$ cat src/rtl/wb_pkg.sv
// Shared writeback-stage types: result source select, skid FSM states and load funct3 codes.
package wb_pkg;

    typedef enum logic [1:0] {
        RS_ALU  = 2'b00,
        RS_LOAD = 2'b01,
        RS_PC4  = 2'b10,
        RS_ZERO = 2'b11
    } result_src_e;

    // State encodes how many resolved results the stage currently holds.
    typedef enum logic [1:0] {
        ST_EMPTY = 2'b00,
        ST_ONE   = 2'b01,
        ST_TWO   = 2'b10
    } wb_state_e;

    localparam logic [2:0] F3_LB  = 3'b000;
    localparam logic [2:0] F3_LH  = 3'b001;
    localparam logic [2:0] F3_LW  = 3'b010;
    localparam logic [2:0] F3_LD  = 3'b011;
    localparam logic [2:0] F3_LBU = 3'b100;
    localparam logic [2:0] F3_LHU = 3'b101;
    localparam logic [2:0] F3_LWU = 3'b110;

endpackage

$ cat src/rtl/wb_stage_pipe_if.sv
// Writeback-stage bus: MEM/WB result handshake in, register-file write port out.
// wb_instret is present only when WB_INSTRET_EN is defined.
interface wb_stage_pipe_if #(
    parameter int XLEN   = 32,
    parameter int REG_AW = 5
);
    localparam int OFF_W = $clog2(XLEN / 8);

    logic              in_valid;
    logic              in_ready;
    logic              in_regwrite;
    logic [1:0]        in_result_src;
    logic [XLEN-1:0]   in_alu_result;
    logic [XLEN-1:0]   in_readdata;
    logic [XLEN-1:0]   in_pc_plus_4;
    logic [REG_AW-1:0] in_rd;
    logic [2:0]        in_funct3;
    logic [OFF_W-1:0]  in_byte_off;
    logic              rf_ready;
    logic              wb_valid;
    logic              wb_regwrite;
    logic [REG_AW-1:0] wb_rd;
    logic [XLEN-1:0]   wb_result;
`ifdef WB_INSTRET_EN
    logic [63:0]       wb_instret;

    modport slave (
        input  in_valid, in_regwrite, in_result_src, in_alu_result, in_readdata,
               in_pc_plus_4, in_rd, in_funct3, in_byte_off, rf_ready,
        output in_ready, wb_valid, wb_regwrite, wb_rd, wb_result, wb_instret
    );
    modport master (
        output in_valid, in_regwrite, in_result_src, in_alu_result, in_readdata,
               in_pc_plus_4, in_rd, in_funct3, in_byte_off, rf_ready,
        input  in_ready, wb_valid, wb_regwrite, wb_rd, wb_result, wb_instret
    );
`else
    modport slave (
        input  in_valid, in_regwrite, in_result_src, in_alu_result, in_readdata,
               in_pc_plus_4, in_rd, in_funct3, in_byte_off, rf_ready,
        output in_ready, wb_valid, wb_regwrite, wb_rd, wb_result
    );
    modport master (
        output in_valid, in_regwrite, in_result_src, in_alu_result, in_readdata,
               in_pc_plus_4, in_rd, in_funct3, in_byte_off, rf_ready,
        input  in_ready, wb_valid, wb_regwrite, wb_rd, wb_result
    );
`endif

endinterface

$ cat src/rtl/wb_load_align.sv
// Combinational load-data extract and extend: shifts the requested byte lane down
// and sign/zero-extends according to funct3. Unsupported funct3 passes the word through.
module wb_load_align
    import wb_pkg::*;
#(
    parameter int  XLEN  = 32,
    localparam int OFF_W = $clog2(XLEN / 8)
) (
    input  logic [XLEN-1:0]  i_data,
    input  logic [2:0]       i_funct3,
    input  logic [OFF_W-1:0] i_byte_off,
    output logic [XLEN-1:0]  o_data
);

    localparam bit IS64 = (XLEN == 64);

    logic [OFF_W-1:0] w_off;
    logic [31:0]      w_low;

    always_comb begin
        // Offset low bits below the access size are dropped, never trapped.
        w_off = '0;
        case (i_funct3)
            F3_LB, F3_LBU: w_off = i_byte_off;
            F3_LH, F3_LHU: w_off = i_byte_off & ~OFF_W'(1);
            F3_LW, F3_LWU: w_off = i_byte_off & ~OFF_W'(3);
            default:       w_off = '0;
        endcase
        w_low = 32'(i_data >> {w_off, 3'b000});

        o_data = i_data;
        case (i_funct3)
            F3_LB:   o_data = XLEN'($signed(w_low[7:0]));
            F3_LBU:  o_data = XLEN'(w_low[7:0]);
            F3_LH:   o_data = XLEN'($signed(w_low[15:0]));
            F3_LHU:  o_data = XLEN'(w_low[15:0]);
            F3_LW:   o_data = XLEN'($signed(w_low));
            F3_LWU:  if (IS64) o_data = XLEN'(w_low);
            default: o_data = i_data;
        endcase
    end

endmodule

$ cat src/rtl/wb_stage_pipe.sv
// Writeback stage with 2-entry skid buffer between MEM/WB and the register-file port.
// Optional macro WB_INSTRET_EN adds a 64-bit retired-instruction counter on wb_instret.
module wb_stage_pipe
    import wb_pkg::*;
#(
    parameter int XLEN   = 32,
    parameter int REG_AW = 5
) (
    input logic          clk,
    input logic          reset,
    wb_stage_pipe_if.slave bus
);

    typedef struct packed {
        logic              regwrite;
        logic [REG_AW-1:0] rd;
        logic [XLEN-1:0]   result;
    } wb_entry_t;

    wb_state_e       r_state, w_next;
    wb_entry_t       r_out, r_skid, w_new;
    logic            r_in_ready;
    logic            w_accept, w_pop;
    logic            w_load_out, w_load_skid, w_skid_to_out;
    logic [XLEN-1:0] w_load_data;

    wb_load_align #(.XLEN(XLEN)) u_align (
        .i_data     (bus.in_readdata),
        .i_funct3   (bus.in_funct3),
        .i_byte_off (bus.in_byte_off),
        .o_data     (w_load_data)
    );

    // Results are resolved before storage so the skid slot holds final values.
    always_comb begin
        w_new          = '0;
        w_new.regwrite = bus.in_regwrite & (bus.in_rd != '0);
        w_new.rd       = bus.in_rd;
        case (result_src_e'(bus.in_result_src))
            RS_ALU:  w_new.result = bus.in_alu_result;
            RS_LOAD: w_new.result = w_load_data;
            RS_PC4:  w_new.result = bus.in_pc_plus_4;
            default: w_new.result = '0;
        endcase
    end

    assign w_accept = bus.in_valid & r_in_ready;
    assign w_pop    = (r_state != ST_EMPTY) & bus.rf_ready;

    always_comb begin
        w_next        = r_state;
        w_load_out    = 1'b0;
        w_load_skid   = 1'b0;
        w_skid_to_out = 1'b0;
        case (r_state)
            ST_EMPTY: if (w_accept) begin
                w_next     = ST_ONE;
                w_load_out = 1'b1;
            end
            ST_ONE: begin
                if (w_accept && w_pop) begin
                    w_load_out = 1'b1;
                end else if (w_accept) begin
                    w_next      = ST_TWO;
                    w_load_skid = 1'b1;
                end else if (w_pop) begin
                    w_next = ST_EMPTY;
                end
            end
            ST_TWO: if (w_pop) begin
                w_next        = ST_ONE;
                w_skid_to_out = 1'b1;
            end
            default: w_next = ST_EMPTY;
        endcase
    end

    // in_ready comes from a flop so rf_ready never reaches it combinationally.
    always_ff @(posedge clk or posedge reset) begin
        if (reset) begin
            r_state    <= ST_EMPTY;
            r_in_ready <= 1'b1;
        end else begin
            r_state    <= w_next;
            r_in_ready <= (w_next != ST_TWO);
        end
    end

    always_ff @(posedge clk or posedge reset) begin
        if (reset) begin
            r_out  <= '0;
            r_skid <= '0;
        end else begin
            if (w_load_out)         r_out <= w_new;
            else if (w_skid_to_out) r_out <= r_skid;
            if (w_load_skid)        r_skid <= w_new;
        end
    end

    assign bus.in_ready    = r_in_ready;
    assign bus.wb_valid    = (r_state != ST_EMPTY);
    assign bus.wb_regwrite = r_out.regwrite & (r_state != ST_EMPTY);
    assign bus.wb_rd       = r_out.rd;
    assign bus.wb_result   = r_out.result;

`ifdef WB_INSTRET_EN
    logic [63:0] r_instret;

    always_ff @(posedge clk or posedge reset) begin
        if (reset)      r_instret <= '0;
        else if (w_pop) r_instret <= r_instret + 64'd1;
    end

    assign bus.wb_instret = r_instret;
`endif

endmodule

$ cat src/flat_wrapper.sv
// flat-port wrapper written by rule: the top's interface ports become plain ports
module wb_stage_pipe_flat import wb_pkg::*;
#(
    parameter int XLEN   = 32,
    parameter int REG_AW = 5
)
  (clk, reset, bus_in_valid, bus_in_regwrite, bus_in_result_src, bus_in_alu_result, bus_in_readdata, bus_in_pc_plus_4, bus_in_rd, bus_in_funct3, bus_in_byte_off, bus_rf_ready, bus_in_ready, bus_wb_valid, bus_wb_regwrite, bus_wb_rd, bus_wb_result);
  wb_stage_pipe_if #(.XLEN(XLEN), .REG_AW(REG_AW)) bus_i ();
  input logic clk;
  input logic reset;
  input wire logic [$bits(bus_i.in_valid)-1:0] bus_in_valid;
  input wire logic [$bits(bus_i.in_regwrite)-1:0] bus_in_regwrite;
  input wire logic [$bits(bus_i.in_result_src)-1:0] bus_in_result_src;
  input wire logic [$bits(bus_i.in_alu_result)-1:0] bus_in_alu_result;
  input wire logic [$bits(bus_i.in_readdata)-1:0] bus_in_readdata;
  input wire logic [$bits(bus_i.in_pc_plus_4)-1:0] bus_in_pc_plus_4;
  input wire logic [$bits(bus_i.in_rd)-1:0] bus_in_rd;
  input wire logic [$bits(bus_i.in_funct3)-1:0] bus_in_funct3;
  input wire logic [$bits(bus_i.in_byte_off)-1:0] bus_in_byte_off;
  input wire logic [$bits(bus_i.rf_ready)-1:0] bus_rf_ready;
  output wire logic [$bits(bus_i.in_ready)-1:0] bus_in_ready;
  output wire logic [$bits(bus_i.wb_valid)-1:0] bus_wb_valid;
  output wire logic [$bits(bus_i.wb_regwrite)-1:0] bus_wb_regwrite;
  output wire logic [$bits(bus_i.wb_rd)-1:0] bus_wb_rd;
  output wire logic [$bits(bus_i.wb_result)-1:0] bus_wb_result;
  assign bus_i.in_valid = bus_in_valid;
  assign bus_i.in_regwrite = bus_in_regwrite;
  assign bus_i.in_result_src = bus_in_result_src;
  assign bus_i.in_alu_result = bus_in_alu_result;
  assign bus_i.in_readdata = bus_in_readdata;
  assign bus_i.in_pc_plus_4 = bus_in_pc_plus_4;
  assign bus_i.in_rd = bus_in_rd;
  assign bus_i.in_funct3 = bus_in_funct3;
  assign bus_i.in_byte_off = bus_in_byte_off;
  assign bus_i.rf_ready = bus_rf_ready;
  assign bus_in_ready = bus_i.in_ready;
  assign bus_wb_valid = bus_i.wb_valid;
  assign bus_wb_regwrite = bus_i.wb_regwrite;
  assign bus_wb_rd = bus_i.wb_rd;
  assign bus_wb_result = bus_i.wb_result;
  wb_stage_pipe #(.XLEN(XLEN), .REG_AW(REG_AW)) u_core (.clk(clk), .reset(reset), .bus(bus_i));
endmodule
$ cat config.mk
export PLATFORM = sky130hd
export DESIGN_NAME = wb_stage_pipe_flat
export DESIGN_NICKNAME = d
export VERILOG_FILES = /design/src/rtl/wb_pkg.sv /design/src/rtl/wb_stage_pipe_if.sv /design/src/rtl/wb_load_align.sv /design/src/rtl/wb_stage_pipe.sv /design/src/flat_wrapper.sv
export SDC_FILE = /design/constraint.sdc
export NUM_CORES = 1
export LEC_CHECK = 0
export CAP_MARGIN = 0
export CORE_MARGIN = 1.5
export CORE_UTILIZATION = 53
export CTS_BUF_LIST = sky130_fd_sc_hd__clkbuf_4
export DETAILED_ROUTE_END_ITERATION = 8
export PLACE_DENSITY = 0.95
export SYNTH_ARGS = -nofsm -noshare
export SYNTH_HDL_FRONTEND = slang
export SYNTH_HIERARCHICAL = 1
export SYNTH_SLANG_ARGS = --single-unit
$ cat constraint.sdc
create_clock -name clk -period 5.2 [get_ports clk]
set_clock_uncertainty 0.05 [all_clocks]
set_input_delay 0.52 -clock clk [delete_from_list [all_inputs] [get_ports clk]]
set_output_delay 0.52 -clock clk [all_outputs]
set_load 0.01 [all_outputs]
## Yosys cells after proc, flatten, opt, wreduce, memory -nomap -nowiden

Index checks and enable logic that the tools add are counted.

| word-level totals | value |
|---|---|
| flip-flop bits (word level) | 79 |
| bits in latches | 0 |
| memory bits (writable) | 0 |
| bits in read-only memories | 0 |
| output and inout bits | 40 |
| logic and storage cells | 49 |
| memories kept | 0 |

| operators by class | value |
|---|---|
| add/sub/neg operators | 0 |
| multipliers | 0 |
| div/mod/pow operators | 0 |
| magnitude comparators | 0 |
| equal/unequal tests | 9 |
| shift-type cells | 1 |
| mux-type cells | 18 |
| bitwise logic cells | 4 |
| reduce and logical (&&, ||, !) cells | 9 |

Operators by type and width:

| operator | count |
|---|---|
| $pmux W32 S5 | 1 |
| $pmux W32 S3 | 1 |
| $mux W38 | 2 |
| $shr A32 B5 Y32 | 1 |
| $mux W2 | 5 |
| $eq A3 B3 Y1 const B | 2 |
| $mux W1 | 6 |
| $pmux W2 S3 | 1 |
| $reduce_bool A5 Y1 | 1 |
| $and A1 B1 Y1 | 4 |
| $eq A2 B1 Y1 const B | 2 |
| $eq A2 B2 Y1 const B | 2 |
| $logic_not A2 Y1 | 2 |
| $pmux W2 S2 | 1 |
| $reduce_bool A2 Y1 | 2 |
| $reduce_or A2 Y1 | 2 |
| $eq A3 B1 Y1 const B | 1 |
| $eq A3 B2 Y1 const B | 1 |
| $logic_not A3 Y1 | 1 |
| $ne A2 B2 Y1 const B | 1 |
| $pmux W1 S2 | 1 |
| $logic_and A1 B1 Y1 | 1 |

## Logic depth before layout (Yosys ltp)

| logic depth | value |
|---|---|
| depth after elaboration | 7 |
| depth in mapped cells | 8 |
| depth with buffers taken out | 6 |

## Modules after synthesis

The synthesis kept the hierarchy.

Modules (own cells, without submodules):

| module | instances | cells each | area each (um^2) | sequential area each (um^2) |
|---|---|---|---|---|
| wb_stage_pipe | 1 | 349 | 4435.5 | 1978.1 |
| wb_load_align | 1 | 89 | 645.6 | 0.0 |

## Worst setup path before layout

No wires, ideal clock.

| path | value |
|---|---|
| path type | input to register |
| start point | input bus_in_byte_off[0] |
| end point | register u_core/r_skid[20] in the netlist's numbering |
| arrival time | 2106 ps |
| required time | 5025 ps |
| setup slack | 2919 ps |
| stages | 7 |
| path buffers | 1 |
| cell sequence | nor2b_1 -> mux2_4 -> a2111oi_4 -> buf_6 -> o21ai_0 -> o2bb2ai_1 -> mux2_2 |

| on the way | value |
|---|---|
| word-level cells in the longest chain between the ends | 4 |

Ends and longest elaborated chain:

| item | line | source |
|---|---|---|
| start: declaration | flat_wrapper.sv:19 | `input wire logic [$bits(bus_i.in_byte_off)-1:0] bus_in_byte_off;` |
| $pmux W2 S2 | wb_load_align.sv:23 | `case (i_funct3)` |
| $shr A32 B5 Y32 | wb_load_align.sv:29 | `w_low = 32'(i_data >> {w_off, 3'b000});` |
| $pmux W32 S5 | wb_load_align.sv:32 | `case (i_funct3)` |
| net u_core.w_load_data[20] | wb_stage_pipe.sv:25 | `logic [XLEN-1:0] w_load_data;` |
| $pmux W32 S3 | wb_stage_pipe.sv:39 | `case (result_src_e'(bus.in_result_src))` |
| end signal: assignment | wb_stage_pipe.sv:96 | `if (w_load_skid) r_skid <= w_new;` |
| end: declaration | wb_stage_pipe.sv:21 | `wb_entry_t r_out, r_skid, w_new;` |

The timed path passes the listed nets, and every way through them passes these cells.
A chain may end at the register's enable or synchronous reset.

## Worst setup path in the final report

| path | value |
|---|---|
| start point | input bus_in_funct3[1] |
| end point | register u_core.r_out (netlist bit u_core/bus.wb_result[21]) |

| on the way | value |
|---|---|
| word-level cells in the longest chain between the ends | 7 |

Ends and longest elaborated chain:

| item | line | source |
|---|---|---|
| start: declaration | flat_wrapper.sv:18 | `input wire logic [$bits(bus_i.in_funct3)-1:0] bus_in_funct3;` |
| $eq A3 B3 Y1, or another cell as far along | wb_load_align.sv:23, wb_load_align.sv:32 |  |
| $reduce_or A2 Y1 | wb_load_align.sv:23 |  |
| $pmux W2 S2 | wb_load_align.sv:23 |  |
| $shr A32 B5 Y32 | wb_load_align.sv:29 |  |
| $pmux W32 S5 (*) | wb_load_align.sv:32 |  |
| net u_core.w_load_data[21] | wb_stage_pipe.sv:25 |  |
| $pmux W32 S3 (*) | wb_stage_pipe.sv:39 |  |
| $mux W38 (*) | wb_stage_pipe.sv:94 | `if (w_load_out) r_out <= w_new;` |
| end signal: assignment | wb_stage_pipe.sv:94 |  |
| end signal: assignment | wb_stage_pipe.sv:95 | `else if (w_skid_to_out) r_out <= r_skid;` |
| end: declaration | wb_stage_pipe.sv:21 |  |

The timed path passes the listed nets; every way through them passes the cells marked *.

==> summary.txt <==
Power and ir drop
  – Switch share: 0.319
  – Logic pwr share: 0.446
  – Part of the power in registers: 0.408
  – Clock power frac: 0.146
  – Leak: 2.75 nW
  – Power Total: 2.59 mW
  – NetSw: 827 µW
  – Int Power: 1.77 mW
  – Pwr per Cell Area: 400 nW/µm²
  – VDD IR-drop max: 0.153 mV

Layout
  – Design area: 6490 µm²
  – Fill cells: 667
  – Share of layout cells above drive strength 1: 0.231
  – Non-filler cells, final: 670
  – Ant. Diodes: 0
  – Synthesis-to-finish area growth: 27.7%
  – Layout Utilization: 0.699
  – Register area: 1980 µm²
  – Final nets: 649
  – Footprint of the multi-input gates: 2630 µm²

Hold path
  – Hold Crit Class: in -> async

Global route
  – Gr ovfl total: 0
  – Number of global-route vias before repair: 4,073
  – Initial antenna violation count: 0
  – GRT Util Overall: 0.268
  – Pin count of the biggest net entering global routing: 70
  – First-pass GRT wire length: 20,700 µm

Timing
  – Max-slew violation count: 0
  – Slew headroom: 0.241
  – Measured slew at the worst slew-check pin: 1.14 ns
  – Final hold vios: 0
  – Min Hold Slack: 0.221 ns
  – Fin crit period: 3.15 ns
  – Setup ws final: 2.05 ns
  – Setup TNS: 0 ns
  – Final period util: 0.606
  – Fmax: 317 MHz
  – Unrepaired setup endpoints after global routing: no
  – Setup-failing EPs final: 0

Floorplanning
  – Row count: 35
  – Core Area: 9280 µm²
  – Chip width: 101 µm
  – Io pins: 153
  – Total die area: 10,200 µm²
  – Initial core utilization: 0.547
  – Die Span Y: 101 µm

Synth
  – Simple-gate portion of the synthesized area: 0.0495
  – Ys flop type: dfrtp_1
  – Area share of the largest cell type after synthesis: 0.384
  – Post-synthesis mux area share: 0.322
  – Seq/Total Area, Yosys: 0.389
  – Yosys reg bits: 79
  – Mean Syn Cell Area: 11.6 µm²
  – Synth Warn #: 6
  – Post-synthesis cell type count: 43
  – Count leader, synth: dfrtp_1
  – Synthesized cell area: 5080 µm²
  – Compound-Gate Fraction of Synth Area: 0.144
  – Syn Inst Count: 438
  – Syn_nets: 551
  – Post-synth EDFFs: 0
  – Largest family of logic cells by synthesized area: multiplexers
  – Synth top area cells: dfrtp_1 38%, mux2_2 16%, mux2i_1 8.7%, buf_4 6.2%, o2bb2ai_1 4.7%
  – Xor/xnor share of the synthesized area: 0
  – Post-synth ARST share: 1.00
  – Synth area leader: dfrtp_1
  – Most frequent cells after synthesis: 78 x dfrtp_1, 72 x mux2_2, 44 x mux2i_1
  – Post-Synth Adder-Cell Area: 0

Clocking
  – Worst-path clk slew: 0.13 ns
  – Post-cts gate resize count: 0
  – Clock sinks: 79
  – H-tree levels: 3
  – CTS root buf: clkbuf_4
  – Clk_lat worst skew: 0.44 ns
  – Post-CTS Hold Fix Bufs: 0
  – CTS tree: done
  – Clock Path Buffers: 2
  – Post-CTS Setup Bufs: 0
  – Num CTS Buffers: 9

Detailed routing
  – Drt first pass iters: 5
  – DR iter-0 viols: 331
  – DR DRC count: 0
  – Routed length per instance: 19.8 µm
  – Remaining antenna violation count after routing: 0
  – Total number of vias: 3,987
  – Routed WL: 13,200 µm
  – Vias per cell: 5.95

Placement
  – Pre-CTS WS: 1.69 ns
  – Port bufs: 152
  – GP Congestion: 0.874
  – Dpl hpwl: 9680 µm
  – Dpl cells: 654
  – Placed instance area: 6350 µm²

Critical path
  – Crit path capture type: flip-flop
  – Critical Path AT: 3.45 ns
  – Startpoint Class: input port
  – Worst-path fanout max: 30
  – R2R depth: 4
  – Slowest stage cell on the critical path: clkdlybuf4s50_1
  – Slowest stage delay, CP: 1.11 ns
  – CP Depth: 6
  – Largest delay share family, worst path: compound AO/OA/AOI/OAI gates
  – Crit path kind: in -> reg
  – Req. time, crit path: 5.49 ns
  – Crit path buf inv count: 1
  – Crit-path cells: clkdlybuf4s50_1, nor3_1, a2111oi_4, o21ai_0, o2bb2ai_1, mux2_2

Run status
  – Status: complete, no violations

Run
  – MaxCap Viol Count: 0
==> area by class of cell <==
cell class,instances,area share
Clock buffer,10,0.0116
Clock inverter,6,0.0104
Inverter,5,0.00308
Multi-Input combinational cell,283,0.405
Sequential cell,79,0.305
Tap cell,129,0.0249
Timing Repair Buffer,158,0.241
==> worst paths after layout <==
path,endpoint,from,slack [ns]
min reg2reg,u_core/r_skid[32],u_core/r_skid[32],0.47
max in group asynchronous,u_core/r_skid[2],reset,3.77
max,u_core/bus.wb_result[21],bus_in_funct3[1],2.05
min,u_core/r_skid[35],reset,0.22
min in group clk,u_core/r_skid[32],u_core/r_skid[32],0.47
max reg2reg,u_core/bus.wb_result[16],u_core/r_state[0],2.78
==> layer usage <==
| metal | wire length [µm] | up-vias | track usage | part of all wire |
|---|---|---|---|---|
| li1 | - | 1794 | - | - |
| met2 | 6560 | 193 | 0.451 | 0.50 |
| met5 | 0 | - | 0 | 0 |
| met1 | 5460 | 1978 | 0.341 | 0.41 |
| met3 | 955 | 22 | 0.0562 | 0.072 |
| met4 | 263 | 0 | 0.0994 | 0.020 |
==> registers in the layout, indices dropped and copies added, names as in the netlist <==
signal / count
u_core/bus.wb_rd: 5
u_core/r_out: 1
u_core/bus.in_ready: 1
u_core/r_skid: 38
u_core/bus.wb_result: 32
u_core/r_state: 2
==> cells in the final DEF (no fill, tap or decap), types with 2 or more instances in the layout <==
cell,instances
a21oi_1,12
a221o_1,5
a22o_1,8
a22oi_1,8
a2bb2oi_1,5
and2_0,5
and3b_1,2
buf_4,6
clkbuf_4,10
clkdlybuf4s50_1,151
dfrtp_1,78
inv_1,4
inv_6,2
mux2_2,72
mux2_4,15
mux2i_1,44
mux4_2,7
nand2_1,19
nand2b_1,5
nand3b_1,2
nor2b_1,3
o21ai_0,23
o21ai_1,3
o2bb2ai_1,27
==> power by group through the flow <==
stage	registers [mW]	clock network (mW)	logic, mW
2_1_floorplan	1.01	0	0.871
3_3_place_gp	1.05	0	1.11
3_5_place_dp	1.07	0	1.16
4_1_cts	1.06	0.390	1.16
5_1_grt	1.09	0.412	1.24
6_report	1.06	0.380	1.16
==> worst reg2reg max path: cells and delay by family (launching register included) <==
kind	cells	cell delay, ns
mux	2	0.56
simple gates	1	0.74
flops	1	0.47
buf+inv	1	0.50
==> cells by family after synthesis <==
| kind of cell | count (synthesis) |
|---|---|
| multiplexers | 138 |
| AND/OR/NAND/NOR | 47 |
| AO/OA/AOI/OAI | 98 |
| buffers and inverters | 76 |
| flip-flops | 79 |
Note: power is estimated with default switching activity, not from simulation.
